### src/rtl/ir_fetch_unit.sv
// Instruction fetch stage: owns the PC, reads instruction memory and feeds the controller's IR.
// Optional fetch watchdog enabled by defining FETCH_TIMEOUT_EN.
module ir_fetch_unit #(
    parameter logic [31:0] RESET_PC       = 32'h0000_0000,
    parameter logic [31:0] PC_STEP        = 32'd4,
    parameter logic [31:0] TIMEOUT_CYCLES = 32'd255
) (
    input  logic        clk,
    input  logic        rst,
    input  logic        write_ir,
    input  logic        write_pc,
    input  logic [31:0] pc_in,
    output logic        imem_req,
    output logic [31:0] imem_addr,
    input  logic        imem_ready,
    input  logic        imem_rvalid,
    input  logic [31:0] imem_rdata,
    output logic [31:0] I,
    output logic        W_IR_valid,
    output logic [31:0] pc,
    output logic [31:0] fetch_cnt,
    output logic        fetch_err
);

    typedef enum logic [1:0] {BOOT, REQ, WAIT, HOLD} state_t;

    localparam logic [31:0] NOP_INSTR = 32'hE1A0_0000;

    state_t      state;
    state_t      next_state;
    logic        accept;
    logic        capture;
    logic        timeout;
    logic        enter_req;
    logic [31:0] pc_aligned;
    logic        unused_bits;

    assign pc_aligned = {pc_in[31:2], 2'b00};

`ifdef FETCH_TIMEOUT_EN
    logic [31:0] wd_cnt;
    logic        wd_expired;

    assign wd_expired = (wd_cnt == TIMEOUT_CYCLES - 32'd1);
    assign unused_bits = ^pc_in[1:0];
`else
    assign unused_bits = ^{pc_in[1:0], (TIMEOUT_CYCLES != 32'd0)};
`endif

    always_ff @(posedge clk or posedge rst) begin
        if (rst) begin
            state <= BOOT;
        end else begin
            state <= next_state;
        end
    end

    always_comb begin
        next_state = state;
        accept     = 1'b0;
        capture    = 1'b0;
        timeout    = 1'b0;
        case (state)
            BOOT: next_state = REQ;
            REQ: begin
                if (imem_ready) begin
                    accept = 1'b1;
                    if (imem_rvalid) begin
                        capture    = 1'b1;
                        next_state = HOLD;
                    end else begin
                        next_state = WAIT;
                    end
                end
            end
            WAIT: begin
                if (imem_rvalid) begin
                    capture    = 1'b1;
                    next_state = HOLD;
                end
            end
            HOLD: begin
                if (write_ir) begin
                    next_state = REQ;
                end
            end
            default: next_state = BOOT;
        endcase
`ifdef FETCH_TIMEOUT_EN
        // A real capture on the expiry cycle takes priority over the watchdog.
        if ((state == REQ || state == WAIT) && !capture && wd_expired) begin
            timeout    = 1'b1;
            next_state = HOLD;
        end
`endif
        enter_req = (next_state == REQ) && (state != REQ);
    end

    always_ff @(posedge clk or posedge rst) begin
        if (rst) begin
            pc         <= RESET_PC;
            imem_req   <= 1'b0;
            imem_addr  <= RESET_PC;
            I          <= 32'd0;
            W_IR_valid <= 1'b0;
            fetch_cnt  <= 32'd0;
        end else begin
            if (write_pc) begin
                pc <= pc_aligned;
            end else if (accept) begin
                pc <= pc + PC_STEP;
            end

            // The request address is snapshotted on entry so a write_pc while waiting only affects the next fetch.
            if (enter_req) begin
                imem_req  <= 1'b1;
                imem_addr <= pc;
            end else if (accept || timeout) begin
                imem_req <= 1'b0;
            end

            if (capture) begin
                I          <= imem_rdata;
                W_IR_valid <= 1'b1;
                fetch_cnt  <= fetch_cnt + 32'd1;
            end else if (timeout) begin
                I          <= NOP_INSTR;
                W_IR_valid <= 1'b1;
            end else if (state == HOLD && write_ir) begin
                W_IR_valid <= 1'b0;
            end
        end
    end

`ifdef FETCH_TIMEOUT_EN
    always_ff @(posedge clk or posedge rst) begin
        if (rst) begin
            wd_cnt    <= 32'd0;
            fetch_err <= 1'b0;
        end else begin
            if (enter_req) begin
                wd_cnt <= 32'd0;
            end else if (state == REQ || state == WAIT) begin
                wd_cnt <= wd_cnt + 32'd1;
            end
            if (timeout) begin
                fetch_err <= 1'b1;
            end
        end
    end
`else
    assign fetch_err = 1'b0;
`endif

endmodule

### config.mk
export PLATFORM = sky130hd
export DESIGN_NAME = ir_fetch_unit
export DESIGN_NICKNAME = d
export VERILOG_FILES = /design/src/rtl/ir_fetch_unit.sv
export SDC_FILE = /design/constraint.sdc
export NUM_CORES = 1
export LEC_CHECK = 0
export ABC_CLOCK_PERIOD_IN_PS = 7400
export BUFFER_PORTS_ARGS = -buffer_cell sky130_fd_sc_hd__buf_4
export CAP_MARGIN = 20
export CELL_PAD_IN_SITES_DETAIL_PLACEMENT = 0
export CELL_PAD_IN_SITES_GLOBAL_PLACEMENT = 1
export CORE_UTILIZATION = 43
export CTS_BUF_LIST = sky130_fd_sc_hd__clkbuf_2 sky130_fd_sc_hd__clkbuf_4 sky130_fd_sc_hd__clkbuf_8
export DETAILED_ROUTE_END_ITERATION = 8
export HOLD_SLACK_MARGIN = 0.1
export MAX_ROUTING_LAYER = met4
export PLACE_DENSITY_LB_ADDON = 0.12
export SYNTH_ARGS = -nofsm -noshare
export SYNTH_HDL_FRONTEND = slang
export SYNTH_SLANG_ARGS = --single-unit
### constraint.sdc
create_clock -name clk -period 7.4 [get_ports clk]
set_input_delay 1.85 -clock clk [delete_from_list [all_inputs] [get_ports clk]]
set_output_delay 1.85 -clock clk [all_outputs]
set_load 0.01 [all_outputs]
-- Yosys cells after proc, flatten, opt, wreduce, memory -nomap -nowiden
Cells that the tools add are included.
- $add $sub $neg: 2
- equal/unequal tests: 5
- multiplexer cells: 16
- reduce and logical (&&, ||, !) cells: 6
- operator list (operator ; number):
    32-bit 2-to-1 mux ; 2
    32-bit by 1-bit adder with 32-bit output (second input constant) ; 1
    32-bit by 3-bit adder with 32-bit output (second input constant) ; 1
    1-bit 2-to-1 mux ; 9
    2-bit one-hot mux with 4 select lines ; 1
    2-bit 2-to-1 mux ; 3
    2-bit nonzero test ; 3
    2-bit by 1-bit equality test with 1-bit output (second input constant) ; 2
    2-bit equality test (second input constant) ; 2
    1-bit logical AND ; 2
    2-bit logical NOT ; 1
    2-bit by 1-bit inequality test with 1-bit output (second input constant) ; 1
    1-bit one-hot mux with 2 select lines ; 1
- register bits: 132
- bits of input ports: 70
- output and inout bits: 131

-- Depth between registers and ports, before layout
Gate-level depths: netlist of the first run.
- word-level depth: 6
- mapped depth: 8
- gate-level depth less buffers: 6

-- Worst setup path after synthesis of the first run
Ideal clock, no wire load.
- path kind: input port to flip-flop
- start: input imem_ready
- end: register imem_addr[10]
- arrival: 3162 ps
- data required time: 7275 ps
- path slack: 4113 ps
- cell stages on the path: 5
- buffers on the path: 1
- cell sequence: and2_0 -> o21ai_0 -> a311oi_1 -> buf_2 -> mux2_2
- word-level cells in the longest chain between the ends: 4
- RTL lines (item ; line ; RTL):
    start, declared ; 15 ; input logic imem_ready,
    2-bit 2-to-1 mux ; 66 ; if (imem_ready) begin
    2-bit one-hot mux with 4 select lines ; 63 ; case (state)
    2-bit by 1-bit equality test with 1-bit output ; 96 ; enter_req = (next_state == REQ) && (state != REQ);
    1-bit logical AND ; 96 ;
    end signal, assigned ; 117 ; imem_addr <= pc;
    end, declared ; 14 ; output logic [31:0] imem_addr,
No other way between the ends.
A chain may end at the register's enable or synchronous reset.

-- Worst setup path in the final report of the first run
- start: input imem_ready
- end: register imem_addr[15]
Same word-level chain as after synthesis.

==> metrics.csv, run 1 <==
metric,value,unit
status,finished clean,
R2R setup slack,4480,ps
first-pass GRT wire length,22.6,mm
startpoint types,input port,
core area,13200,sq um
Die ar.,14000,sq um
CP arrival,3960,ps
"area leader, netlist",dfrtp_1,
DP HPWL,9.69,mm
NetSw,0.805,mW
Bufs on Longest Clock Path,2,
largest cells by area after synthesis,"dfrtp_1 55%, mux2_2 12%, xnor2_1 4.8%, nand4_1 2.4%, nand2_1 2.0%",
DR vias,4637,
drt pass-1 iters,4,
Slew headroom,41.4,%
register clock-pin slew on the reported worst setup and hold paths,70,ps
Leak,3.55,nW
Gate Count Post-Synth,498,
# IOs,201,
worst r2r dst,imem_addr[15]$_DFFE_PP0P_,
maximum vdd drop,0.196,mV
Max Clk Rate,0.275,GHz
Power Density,331,nW/um^2
synthesized area,5830,sq um
die width,118,microns
per-cell routed wire length,15.8,microns
Clock Sinks,128,
"FF+latch count, synth",128,
Die H,118,microns
most frequent cells after synthesis,"128 x dfrtp_1, 63 x mux2_2, 32 x xnor2_1, 31 x nand2_1, 24 x nor2_1",
Starting Density,44.0,%
crit-path max FO,18,
"count leader, synth",dfrtp_1,
CP endpoint kind,register,
Remaining DRCs,0,
Nets,771,
Cells after DPL,848,
total length of routed wires,13.9,mm
PostCTS Resize Cnt,0,
ys async rst share,100,%
# H-tree levels,4,
antenna violations before repair,0,
max-cap violation count,0,
hold buffers post-CTS,0,
Post-Layout Cell Count,877,
share of layout cells above drive strength 1,42.2,%
Hold Startpoint,W_IR_valid$_DFFE_PP0P_,
vias in the first global route,4513,
Fin. Hold Viols,0,
gr ovfl total,0,
RSZ-0062 raised after global routing,no,
Filler cells,1212,
total setup buffers inserted after CTS,0,
Vias/cell,5.29,
Antenna Violating Nets Remaining,0,
"EDFF count, synth",0,
# rows,42,
post-synthesis sequential area ratio,55.0,%
CP required,7720,ps
Yosys cell types,40,
synthesis-to-finish area growth,34.4,%
Sequential Power Share,40.5,%
Clk pwr share,22.3,%
fraction of power spent switching nets,31.0,%
Most used DFF post-synth,dfrtp_1,
CTS Buf Count,17,
top-area cell type share of the netlist area,55.0,%
Worst-Margin Slew,879,ps
Layout Skew,12.7,ps
DRT iter0 DRCs,183,
reg2reg path depth,7,
RR Startpoint,state[1]$_DFF_PP0_,
max-slew violation count,0,
setup violators final,0,
Logic pwr share,37.2,%
WHS Path Cells,1,
largest net degree at the start of global routing,68,
final period utilization,49.2,%
Reg area,3200,sq um
mean post-synth cell area,11.7,sq um
global placement routability congestion,0.819,
worst-skew pair later-pin latency,440,ps
diode count,0,
Tot GR Track Use,21.2,%
port buffer count,193,
YS warnings,0,
worst hold path class,reg2reg,
post-layout min period,3640,ps
internal cell power,1.79,mW
CTS root buf,clkbuf_8,
WHS Endpoint,W_IR_valid$_DFFE_PP0P_,
CTS tree,done,
area occupied by multi-input gates,2490,sq um
Crit Path Class,in2reg,
setup TNS,0,ps
final core utilization,59.1,%
hold_ws,482,ps
[worst max path at each step]
stage,slack (ps),depth (start not counted),end,start
2_1_floorplan,2140,1,I[0]$_DFFE_PP0P_,rst
3_3_place_gp,3310,6,imem_addr[16]$_DFFE_PP0P_,imem_ready
3_5_place_dp,3270,6,imem_addr[14]$_DFFE_PP0P_,imem_ready
4_1_cts,3760,6,imem_addr[14]$_DFFE_PP0P_,imem_ready
5_1_grt,3630,6,imem_addr[13]$_DFFE_PP0P_,imem_ready
6_report,3760,6,imem_addr[15]$_DFFE_PP0P_,imem_ready
[sequential cells by signal, indices dropped and copies added (netlist names)]
register / count
I: 32
fetch_cnt: 32
imem_addr: 30
pc: 30
state: 2
W_IR_valid: 1
imem_req: 1
[power by group through the flow]
stage	clock [mW]	sequential (mW)	combinational (mW)
floorplan	0	1.14	0.426
global placement	0	1.05	0.953
detailed placement	0	1.06	0.973
CTS	0.601	1.05	0.974
global route	0.626	1.09	1.04
finish	0.578	1.05	0.964
[worst max-delay path, stage by stage]
cell	delay, ps
buf_4	120
and2_0	280
o21ai_0	210
a311oi_4	730
buf_4	400
mux2_2	370
[per-stage QoR]
| step | worst slack [ps] | total power [mW] | cell area [sq um] |
|---|---|---|---|
| after floorplan | 2140 | 1.57 | 5840 |
| after global placement | 3310 | 2.01 | 7440 |
| after detailed placement | 3270 | 2.04 | 7440 |
| after CTS | 3760 | 2.63 | 7810 |
| after global routing | 3630 | 2.75 | 7830 |
| final | 3760 | 2.59 | 7830 |
[cell families after synthesis]
logic type | Yosys count | share of synthesized area, %
flip-flops | 128 | 55.0
multiplexers | 64 | 12.3
adder cells (fa/ha/maj) | 9 | 1.93
AO/OA/AOI/OAI | 59 | 6.46
buffers and inverters | 37 | 2.94
XOR/XNOR | 41 | 6.16
AND/OR/NAND/NOR | 159 | 15.1
other | 1 | 0.0644
[placed cells by master, fill, tap and decap left out, types with 8 or more instances in the layout]
master / count
nand2_1: 31
and4_1: 9
nand3_1: 23
xnor2_1: 32
buf_4: 197
dfrtp_1: 128
a31oi_1: 18
nor2_1: 23
or4_1: 14
and3_1: 9
o31ai_1: 13
ha_1: 9
mux2_2: 63
nand4_1: 22
inv_1: 8
clkbuf_8: 20
o21ai_0: 15
xor2_1: 9
[layer usage]
layer | GRT usage [%] | share of wire (%)
met3 | 5.74 | 6.1
met1 | 26.3 | 44
met4 | 9.18 | 2.1
met5 | - | 0
met2 | 32.6 | 48
[layout make-up]
class / count / share of cell area (%)
multi-input combinational: 337 / 31.8
tap: 176 / 2.81
inverter: 10 / 0.543
clock buffer: 22 / 3.71
clock inverter: 6 / 1.09
sequential: 128 / 40.9
timing repair buffer: 198 / 19.1
Note: power is estimated with default switching activity, not from simulation.
==> run 2, diff against run 1 <==
- ABC_CLOCK_PERIOD_IN_PS: 7400 -> 3400
- CORE_UTILIZATION: 43 -> 40
- clock period: 7.4 -> 3.4 ns (I/O delays scaled with it)
==> metrics.csv, run 2 (synthesized netlist as in run 1, its figures left out) <==
metric,value,unit,change
setup TNS,0,ps,unchanged
Vias/cell,5.23,,was 5.29
share of layout cells above drive strength 1,42.7,%,was 42.2%
CTS Buf Count,17,,unchanged
gr ovfl total,0,,unchanged
Layout Skew,9.68,ps,was 12.7 ps
DRT iter0 DRCs,148,,was 183
CP endpoint kind,register,,unchanged
# rows,43,,was 42
post-layout min period,2560,ps,
CP max-delay cell,or4_1,,was a311oi_4
Bufs on Longest Clock Path,2,,unchanged
Antenna Violating Nets Remaining,0,,unchanged
total length of routed wires,14.2,mm,was 13.9 mm
Starting Density,41.5,%,was 44.0%
Clock Sinks,128,,unchanged
port buffer count,193,,unchanged
die width,123,microns,was 118 microns
Die ar.,15100,sq um,was 14000 sq um
DR vias,4637,,unchanged
startpoint types,register,,was input port
diode count,0,,unchanged
max-slew violation count,0,,unchanged
worst-skew pair later-pin latency,440,ps,about the same
max-cap violation count,0,,unchanged
DP HPWL,10.1,mm,was 9.69 mm
RSZ-0062 raised after global routing,no,,unchanged
Die H,123,microns,was 118 microns
Remaining DRCs,0,,unchanged
antenna violations before repair,0,,unchanged
Slew headroom,40.8,%,was 41.4%
status,finished clean,,unchanged
core area,14000,sq um,was 13200 sq um
per-cell routed wire length,16.0,microns,was 15.8 microns
CP peak stage delay,740,ps,was 730 ps
maximum vdd drop,0.435,mV,was 0.196 mV
CP arrival,2920,ps,was 3960 ps
vias in the first global route,4625,,was 4513
Leak,3.61,nW,was 3.55 nW
Power Density,735,nW/um^2,was 331 nW/um^2
crit-path max FO,17,,was 18
Worst-Margin Slew,880,ps,was 879 ps
most frequent cells in the layout,"200 x buf_4, 128 x dfrtp_1, 63 x mux2_2",,"was 197 x buf_4, 128 x dfrtp_1, 63 x mux2_2"
Fin. Hold Viols,0,,unchanged
final period utilization,75.2,%,
Crit Path Class,reg2reg,,was in2reg
CP most frequent cell,or4_1,,was buf_4
final core utilization,56.5,%,was 59.1%
largest registers,"I x32, fetch_cnt x32",,unchanged
Tot GR Track Use,20.3,%,was 21.2%
Max Clk Rate,0.391,GHz,
"Cell Chain, Critical Path","inv_1, ha_1, nand4_1, or4_1, or4_1, a31oi_1",,"was buf_4, and2_0, o21ai_0, a311oi_4, buf_4, mux2_2"
register clock-pin slew on the reported worst setup and hold paths,70,ps,about the same
total setup buffers inserted after CTS,0,,unchanged
# H-tree levels,4,,unchanged
largest net degree at the start of global routing,41,,was 68
global placement routability congestion,0.758,,was 0.819
CTS tree,done,,unchanged
PostCTS Resize Cnt,0,,unchanged
CP required,3760,ps,was 7720 ps
synthesis-to-finish area growth,36.2,%,was 34.4%
setup violators final,0,,unchanged
worst hold path class,reg2reg,,unchanged
first-pass GRT wire length,22.6,mm,about the same
drt pass-1 iters,4,,unchanged
"most common cell after layout, fill and taps aside",buf_4,,unchanged
hold buffers post-CTS,0,,unchanged
Nets,775,,was 771
# IOs,201,,unchanged
CTS root buf,clkbuf_8,,unchanged
run 2: changes by cell type in the layout (fill, tap and decap cells not counted):
cell        before  now
clkinvlp_4       2    1
inv_6            1    0
buf_12           1    2
bufinv_16        2    4
clkbuf_4         2    4
buf_4          197  200
run 2: per-layer routing:
layer  wire [microns]  share of wire, %  vias up  GRT usage [%]
li1                 -                 -     2201              -
met1             6260                44     2271           25.3
met2             6820                48      147           30.7
met3              921               6.5       18           5.95
met4              214               1.5        0           8.46
met5                0                 0        -              -
run 2: metrics by stage:
stage          cell area [sq um]  std cells  hold WS (ps)  setup WS (ps)  total power, mW
2_1_floorplan               5850        502           508            969             3.42
3_3_place_gp                7500        857           467            768             4.40
3_5_place_dp                7500        857           469            730             4.47
4_1_cts                     7940        887           488            859             5.94
5_1_grt                     7940        887           512            680             6.22
6_report                    7940        887           485            845             5.84
run 2: worst paths after layout:
check                                                from                   endpoint  slack [ps]  cells after the start
max in group asynchronous                             rst   fetch_cnt[9]$_DFFE_PP0P_        2000                      3
min in group asynchronous                             rst     W_IR_valid$_DFFE_PP0P_         520                      2
worst max-delay path                   state[1]$_DFF_PP0_         pc[27]$_DFFE_PP0P_         840                      6
worst max register to register         state[1]$_DFF_PP0_         pc[27]$_DFFE_PP0P_         840                      6
worst min register to register  fetch_cnt[31]$_DFFE_PP0P_  fetch_cnt[31]$_DFFE_PP0P_         490                      1
worst min-delay path            fetch_cnt[31]$_DFFE_PP0P_  fetch_cnt[31]$_DFFE_PP0P_         490                      1
run 2: power by group:
| part | internal, mW | switching [mW] | leakage (nW) |
|---|---|---|---|
| clock | 0.880 | 0.559 | 0.227 |
| combinational | 1.20 | 0.896 | 1.81 |
| sequential | 1.99 | 0.308 | 1.56 |
| total | 4.07 | 1.76 | 3.61 |
run 2: critical path: cells and delay by family, from the launching register on:
kind	cells	cell delay, ps
simple gates	3	1470
buf+inv	1	160
fa+ha+maj	1	240
compound gates	1	170
flops	1	440
run 2: final cells by class:
class                      instances  area, sq um
inverter                          10         41.3
clock inverter                     6          130
tap                              180          225
fill                            1243         6100
multi-input combinational        337         2490
clock buffer                      24          305
sequential                       128         3200
timing repair buffer             202         1540
